File: src/rtl/ranger_pkg.sv
// Shared definitions for the ultrasonic ranger: FSM encoding, default timing, no-echo code.
// RANGER_MEDIAN_EN (see ultrasonic_ranger) uses median3 below.
package ranger_pkg;

  localparam int unsigned TRIG_CYC_DEF    = 500;
  localparam int unsigned PERIOD_CYC_DEF  = 3000000;
  localparam int unsigned TIMEOUT_CYC_DEF = 1500000;

  // All-ones reads downstream as "no obstacle in range".
  localparam logic [31:0] NO_ECHO = 32'hFFFF_FFFF;

  typedef enum logic [2:0] {
    StIdle,
    StTrig,
    StWaitRise,
    StMeasure,
    StHoldoff
  } state_e;

  function automatic logic [31:0] median3(input logic [31:0] a, input logic [31:0] b,
                                          input logic [31:0] c);
    if ((a >= b && a <= c) || (a <= b && a >= c)) begin
      return a;
    end else if ((b >= a && b <= c) || (b <= a && b >= c)) begin
      return b;
    end else begin
      return c;
    end
  endfunction

endpackage

File: src/rtl/echo_sync.sv
// Two-flop synchronizer for the sensor echo plus edge detection on the synchronized value.
module echo_sync (
  input  logic osc,
  input  logic reset_n,
  input  logic echo,
  output logic echo_s,
  output logic rise,
  output logic fall
);

  // [0],[1]: synchronizer stages, [2]: previous synchronized sample
  logic [2:0] sync_q;

  always_ff @(posedge osc) begin
    if (!reset_n) begin
      sync_q <= '0;
    end else begin
      sync_q <= {sync_q[1:0], echo};
    end
  end

  always_comb begin
    echo_s = sync_q[1];
    rise   = sync_q[1] & ~sync_q[2];
    fall   = ~sync_q[1] & sync_q[2];
  end

endmodule

File: src/rtl/ultrasonic_ranger.sv
// Ultrasonic range finder: periodic trigger, echo width measurement with timeout.
// Define RANGER_MEDIAN_EN to report the median of the last three raw results.
module ultrasonic_ranger
  import ranger_pkg::*;
#(
  parameter int unsigned TRIG_CYC    = TRIG_CYC_DEF,
  parameter int unsigned PERIOD_CYC  = PERIOD_CYC_DEF,
  parameter int unsigned TIMEOUT_CYC = TIMEOUT_CYC_DEF
) (
  input  logic        osc,
  input  logic        reset_n,
  input  logic        enable,
  input  logic        echo,
  output logic        trig,
  output logic [31:0] echo_cnt,
  output logic        cnt_valid,
  output logic        timeout
);

  state_e      state_q, state_d;
  logic [31:0] cnt_q, cnt_d;        // cycles spent in TRIG / WAIT_RISE
  logic [31:0] width_q, width_d;
  logic [31:0] period_q, period_d;
  logic [31:0] echo_cnt_q;
  logic        cnt_valid_q;
  logic        timeout_q;

  logic        echo_s, rise, fall;
  logic        res_valid, res_timeout;
  logic [31:0] res_val, res_filt;

  echo_sync u_echo_sync (
    .osc    (osc),
    .reset_n(reset_n),
    .echo   (echo),
    .echo_s (echo_s),
    .rise   (rise),
    .fall   (fall)
  );

  always_ff @(posedge osc) begin
    if (!reset_n) begin
      state_q     <= StIdle;
      cnt_q       <= '0;
      width_q     <= '0;
      period_q    <= '0;
      echo_cnt_q  <= NO_ECHO;
      cnt_valid_q <= 1'b0;
      timeout_q   <= 1'b0;
    end else begin
      state_q     <= state_d;
      cnt_q       <= cnt_d;
      width_q     <= width_d;
      period_q    <= period_d;
      cnt_valid_q <= res_valid;
      if (res_valid) begin
        echo_cnt_q <= res_filt;
        timeout_q  <= res_timeout;
      end
    end
  end

  always_comb begin
    state_d     = state_q;
    cnt_d       = cnt_q + 32'd1;
    width_d     = width_q;
    // Saturates so an overrunning measurement releases HOLDOFF at once.
    period_d    = (period_q == PERIOD_CYC - 1) ? period_q : period_q + 32'd1;
    res_valid   = 1'b0;
    res_timeout = 1'b0;
    res_val     = NO_ECHO;
    unique case (state_q)
      StIdle: begin
        cnt_d = '0;
        if (enable) begin
          state_d  = StTrig;
          period_d = '0;
        end
      end
      StTrig: begin
        if (cnt_q == TRIG_CYC - 1) begin
          state_d = StWaitRise;
          cnt_d   = '0;
        end
      end
      StWaitRise: begin
        if (rise) begin
          // The rise cycle is itself the first high cycle of the pulse.
          state_d = StMeasure;
          width_d = 32'd1;
        end else if (cnt_q == TIMEOUT_CYC - 1) begin
          state_d     = StHoldoff;
          res_valid   = 1'b1;
          res_timeout = 1'b1;
        end
      end
      StMeasure: begin
        if (fall) begin
          state_d   = StHoldoff;
          res_valid = 1'b1;
          res_val   = width_q;
        end else if (width_q == TIMEOUT_CYC) begin
          state_d     = StHoldoff;
          res_valid   = 1'b1;
          res_timeout = 1'b1;
        end else if (echo_s) begin
          width_d = width_q + 32'd1;
        end
      end
      StHoldoff: begin
        if (period_q == PERIOD_CYC - 1) begin
          if (enable) begin
            state_d  = StTrig;
            cnt_d    = '0;
            period_d = '0;
          end else begin
            state_d = StIdle;
          end
        end
      end
      default: state_d = StIdle;
    endcase
  end

`ifdef RANGER_MEDIAN_EN
  logic [31:0] hist_q [2];

  always_ff @(posedge osc) begin
    if (!reset_n) begin
      hist_q[0] <= NO_ECHO;
      hist_q[1] <= NO_ECHO;
    end else if (res_valid) begin
      hist_q[0] <= res_val;
      hist_q[1] <= hist_q[0];
    end
  end

  always_comb begin
    res_filt = median3(res_val, hist_q[0], hist_q[1]);
  end
`else
  always_comb begin
    res_filt = res_val;
  end
`endif

  always_comb begin
    trig      = (state_q == StTrig);
    echo_cnt  = echo_cnt_q;
    cnt_valid = cnt_valid_q;
    timeout   = timeout_q;
  end

endmodule
File: config.mk
export PLATFORM = sky130hd
export DESIGN_NAME = ultrasonic_ranger
export DESIGN_NICKNAME = d
export VERILOG_FILES = /design/src/rtl/ranger_pkg.sv /design/src/rtl/echo_sync.sv /design/src/rtl/ultrasonic_ranger.sv
export SDC_FILE = /design/constraint.sdc
export NUM_CORES = 1
export LEC_CHECK = 0
export CORE_MARGIN = 8
export CORE_UTILIZATION = 40
export DETAILED_ROUTE_END_ITERATION = 12
export PLACE_DENSITY = 0.63
export REMOVE_ABC_BUFFERS = 1
export SYNTH_ARGS = -nofsm -noshare
export SYNTH_HDL_FRONTEND = slang
export SYNTH_SLANG_ARGS = --single-unit
File: constraint.sdc
create_clock -name osc -period 6.2 [get_ports osc]
set_clock_uncertainty 0.15 [all_clocks]
set_input_delay 1.86 -clock osc [delete_from_list [all_inputs] [get_ports osc]]
set_output_delay 1.86 -clock osc [all_outputs]
set_load 0.005 [all_outputs]
Word-level counts from Yosys, hierarchy flattened
Index checks and enable logic that the tools add are counted. Widths: inputs -> output; s select.

Logic and storage cells: 67. Output and inout bits: 35. Flip-flop bits (word level): 136.

Add/sub/neg operators: 3. Reductions and logical operators: 4. Muxes and demuxes: 31. Bitwise operators: 4. Equal/unequal tests: 17.

Operators by type and width (count): $mux 32 (12); $pmux 32 s2 (2); $add 32x1->32 const B (3); $pmux 32 s3 (1); $eq 32x21->1 const B (2); $eq 32x22->1 const B (1); $eq 32x9->1 const B (1); $mux 3 (7); $pmux 3 s5 (1); $ne 2x2->1 const B (5); $reduce_and 5->1 (2); $eq 3x2->1 const B (2); $mux 1 (6); $ne 3x3->1 const B (2); $ne 2x1->1 const B (2); $pmux 1 s2 (2); $eq 3x1->1 const B (1); $eq 3x3->1 const B (1); $logic_not 3->1 (1); $and 1x1->1 (2); $not 1->1 (2); $reduce_bool 2->1 (1).

Logic depth before layout (Yosys ltp)
Depth after elaboration: 5. Depth in mapped cells: 10.

Modules after synthesis
Synthesis repeated with hierarchy kept, for this count alone.

Cell total of the unflattened synthesis: 692. Area total of the unflattened synthesis: 6427.4 sq um.

By module, submodules not included: ultrasonic_ranger (area an instance 6336.1 sq um, times used 1, cells an instance 684); echo_sync (area an instance 91.3 sq um, times used 1, cells an instance 8).

Least setup slack after synthesis
OpenSTA, ideal clock, no wires.

Path type: input -> register. From: in reset_n. To: reg echo_cnt_q[10], in the netlist echo_cnt[10]. Buffers on the path: 2. Stages: 4. Arrival: 2.628 ns. Setup slack: 3.306 ns. Path through: buf_2 nand4_1 clkbuf_1 o22a_1.

RTL lines: start, declared (line ultrasonic_ranger.sv:11) `input logic reset_n,`; end signal, assigned (line ultrasonic_ranger.sv:57) `echo_cnt_q <= res_filt;`; end, declared (line ultrasonic_ranger.sv:24) `logic [31:0] echo_cnt_q;`.

Worst setup path after layout
From: reg state_q[0]. To: out trig.

Word-level cells in the longest chain between the ends: 1.

Ends and longest elaborated chain: start, declared (line ultrasonic_ranger.sv:20) `state_e state_q, state_d;`; start signal, assigned (line ultrasonic_ranger.sv:43) `state_q <= StIdle;`; start signal, assigned (line ultrasonic_ranger.sv:51) `state_q <= state_d;`; $eq 3x1->1 (line ultrasonic_ranger.sv:148) `trig = (state_q == StTrig);`; end, declared (line ultrasonic_ranger.sv:14) `output logic trig,`.

Every way passes these cells.

==> results by group <==
Outcome
  • Outcome: complete, no violations

Power
  • Power share of the combinational group: around 5.5%
  • NetSw: around 470 uW
  • Worst VDD drop: 0.189 mV
  • P_int: between 1500 and 2000 uW
  • Leak pwr: ~0.0022 uW
  • Power share of the clock group: between 50% and 60%
  • Sw frac: roughly 22%
  • Power Density: between 200 and 300 nW/um2
  • Sequential share of power: between 40% and 50%

Final layout
  • Multi-input gate area: 3010 um2
  • Layout cell share with drive strength beyond 1: under 10%
  • N_diodes: 0
  • Filler cells: roughly 1400
  • Final-stage net count: 712
  • Synth-to-layout area growth: 19.0%
  • Non-Filler Instances: 901
  • Reg area: 2720 um2

Clocking
  • CTS buffer count: 17
  • CTS Root Cell: clkbuf_16
  • Cells resized by post-CTS repair: 0
  • Post-CTS setup buffers: 0
  • CTS tree: done
  • CTS Hold Bufs: 0
  • CTS clk-pin slew, worst paths: approximately 0.060 ns
  • Clock Path Buffers: 2
  • Clk Latency, worst-skew pair: 0.41 ns
  • Clock Sinks: 136
  • # H-tree levels: 4

Critical path
  • Critical path class: register to output pin
  • Slowest cell on crit path: dfxtp_1
  • Reg2reg start: period_q[8]$_SDFF_PN0_
  • CP Max Fanout: 20
  • CP startpoint: state_q[0]$_SDFFE_PN0P_
  • CP max stage delay: around 0.7 ns
  • CP cell instances: and2_1, clkdlybuf4s50_1
  • CP Depth: 2
  • Crit path required time: 4.19 ns
  • Reg2reg path depth: 6
  • Nature of the critical path endpoint: output pin
  • CP top delay family: flip-flops
  • Startpoint Class: register
  • Worst EP arrival: approximately 1.9 ns
  • CP Buf/Inv Count: 1

Yosys
  • Synth Flop Type: dfxtp_1
  • Mapped Area: a little under 6000 um2
  • Largest area contributor in the netlist: dfxtp_1
  • Most frequent cell after synthesis: dfxtp_1
  • Yosys reg bits: roughly 140
  • Number of synthesized flops with an enable pin: 0
  • Synth async-reset ratio: 0%
  • Synth Instances: between 600 and 700
  • Yosys warns: 0
  • Area contributors post-synth: dfxtp_1 (46%), xnor2_1 (9.1%), nor2_1 (7.1%)
  • Sequential share of the synthesized area: 45.8%
  • Avg Cell Area, Syn: slightly below 9 um2
  • Yosys top cell area share: roughly 46%
  • Yosys cell types: 48
  • Commonest cells post-synth: dfxtp_1 (136), nor2_1 (112), xnor2_1 (62)

Global routing
  • Gr usage total: around 14%
  • First-pass GRT wire length: ~22 mm
  • Largest net degree at the start of global routing: 33
  • Vias in the first global route: approximately 4500
  • Initial antenna violation count: 0
  • Grt total ovfl: 0

Die
  • I/O Pins: 39
  • Full die area: 19000 um2
  • Core Region: 14500 um2
  • # rows: 44
  • Initial core utilization: about two fifths
  • Die Width: 138 um
  • Die H: 138 um

Drt
  • DRT iter0 DRCs: just over 400
  • # DRC: 0
  • DR WL/cell: around 14 um
  • Post-route ant nets: 0
  • Drt total wl: about 13 mm
  • Via count: around 4800
  • Drt first pass iters: 4
  • Vias per cell: 5.29

Timing
  • Fin. Hold Viols: 0
  • Worst hold-check slack: about 0.29 ns
  • Sum Neg Setup Slack: 0 ns
  • Max-slew violations: 0
  • Highest clock rate: around 260 MHz
  • Worst slew pin tran: roughly 1.2 ns
  • Tmin final: approximately 4 ns
  • # setup viols final: 0
  • RSZ-0062 raised after global routing: no
  • Relative slew slack: between 15 and 20%
  • Crit share post-route: between 60% and 70%

Hold path
  • Hold crit path type: register to register
  • Hold path depth: 1
  • Worst Hold Launch: u_echo_sync.sync_q[0]$_SDFF_PN0_

Placed design
  • Post-DP HPWL: 8.75 mm
  • GP Congestion: between 0.7 and 0.8
  • # port buffers: 38
  • Placed cells: between 800 and 900

Run
  • Max-cap viol count: 0
[through the flow]
| step | total power (uW) | setup WS (ns) | instance area [um2] | util (%) |
|---|---|---|---|---|
| floorplan | 1010 | 2.94 | 5800 | - |
| finish | 2100 | 2.31 | 7070 | 48.6 |
| global route | 2180 | 2.22 | 7070 | 48.6 |
| global placement | 1050 | 2.13 | 6440 | 44.3 |
| detailed placement | 1050 | 2.06 | 6440 | 44.3 |
| CTS | 2120 | 2.30 | 7070 | 48.6 |
[logic make-up (layout without fill, tap and decap cells)]
group / count (synthesis) / count (layout) / share of synthesized area [%]
compound gates: 52 / 52 / 7.31
fa+ha+maj: 4 / 4 / 0.843
buf+inv: 48 / 92 / 3.54
flops: 136 / 136 / 45.8
simple gates: 341 / 341 / 28.8
mux: 3 / 3 / 0.506
xor+xnor: 89 / 89 / 13.1
[placed cells by master, fill, tap and decap left out, types with 6 or more instances in the layout]
cell / count
clkbuf_16: 17
o22a_1: 32
inv_1: 18
nand2b_1: 6
and3_1: 11
nor4_1: 26
clkdlybuf4s50_1: 38
or3_1: 9
xnor2_1: 62
nor2_1: 112
nor3_1: 37
nand4_1: 25
nand3_1: 33
dfxtp_1: 136
nand2_1: 45
xor2_1: 27
[routing by layer]
metal | track usage [%] | share of wire [%]
met4 | 5.55 | 0.78
met1 | 17.7 | 48
met2 | 22.2 | 47
met5 | 0 | 0
met3 | 4.09 | 4.3
[flip-flops by register name (all words and copies together), names as in the netlist]
register	cells
cnt_valid	1
u_echo_sync.sync_q	3
echo_cnt	32
cnt_q	32
state_q	3
width_q	32
timeout	1
period_q	32
[final timing paths]
path	endpoint	slack, ns
worst min register to register	u_echo_sync.sync_q[1]$_SDFF_PN0_	0.29
worst max register to register	cnt_q[8]$_SDFF_PN0_	2.73
worst max-delay path	trig	2.31
worst min-delay path	u_echo_sync.sync_q[1]$_SDFF_PN0_	0.29
[power by group through the flow]
stage	Combinational [uW]	Clock (uW)	Sequential [uW]
after floorplan	82.3	0	928
after global placement	114	0	933
after detailed placement	117	0	934
after CTS	117	1090	915
after global routing	130	1130	918
final	116	1060	915
[worst reg2reg max path, delay by kind of cell (launching register included)]
family | cells | cell delay, ns
AOI/OAI and AO/OA | 2 | 1.24
DFF | 1 | 0.33
and+or+nand+nor | 4 | 1.59
[final cells by class]
class                      instances  share of cell area [%]
sequential                       136                    38.5
tap                              184                    3.26
timing repair buffer              42                    5.81
multi-input combinational        489                    42.5
inverter                          18                   0.956
clock buffer                      20                    6.46
clock inverter                    12                    2.44
No activity file was read; power rests on OpenSTA's default activity.
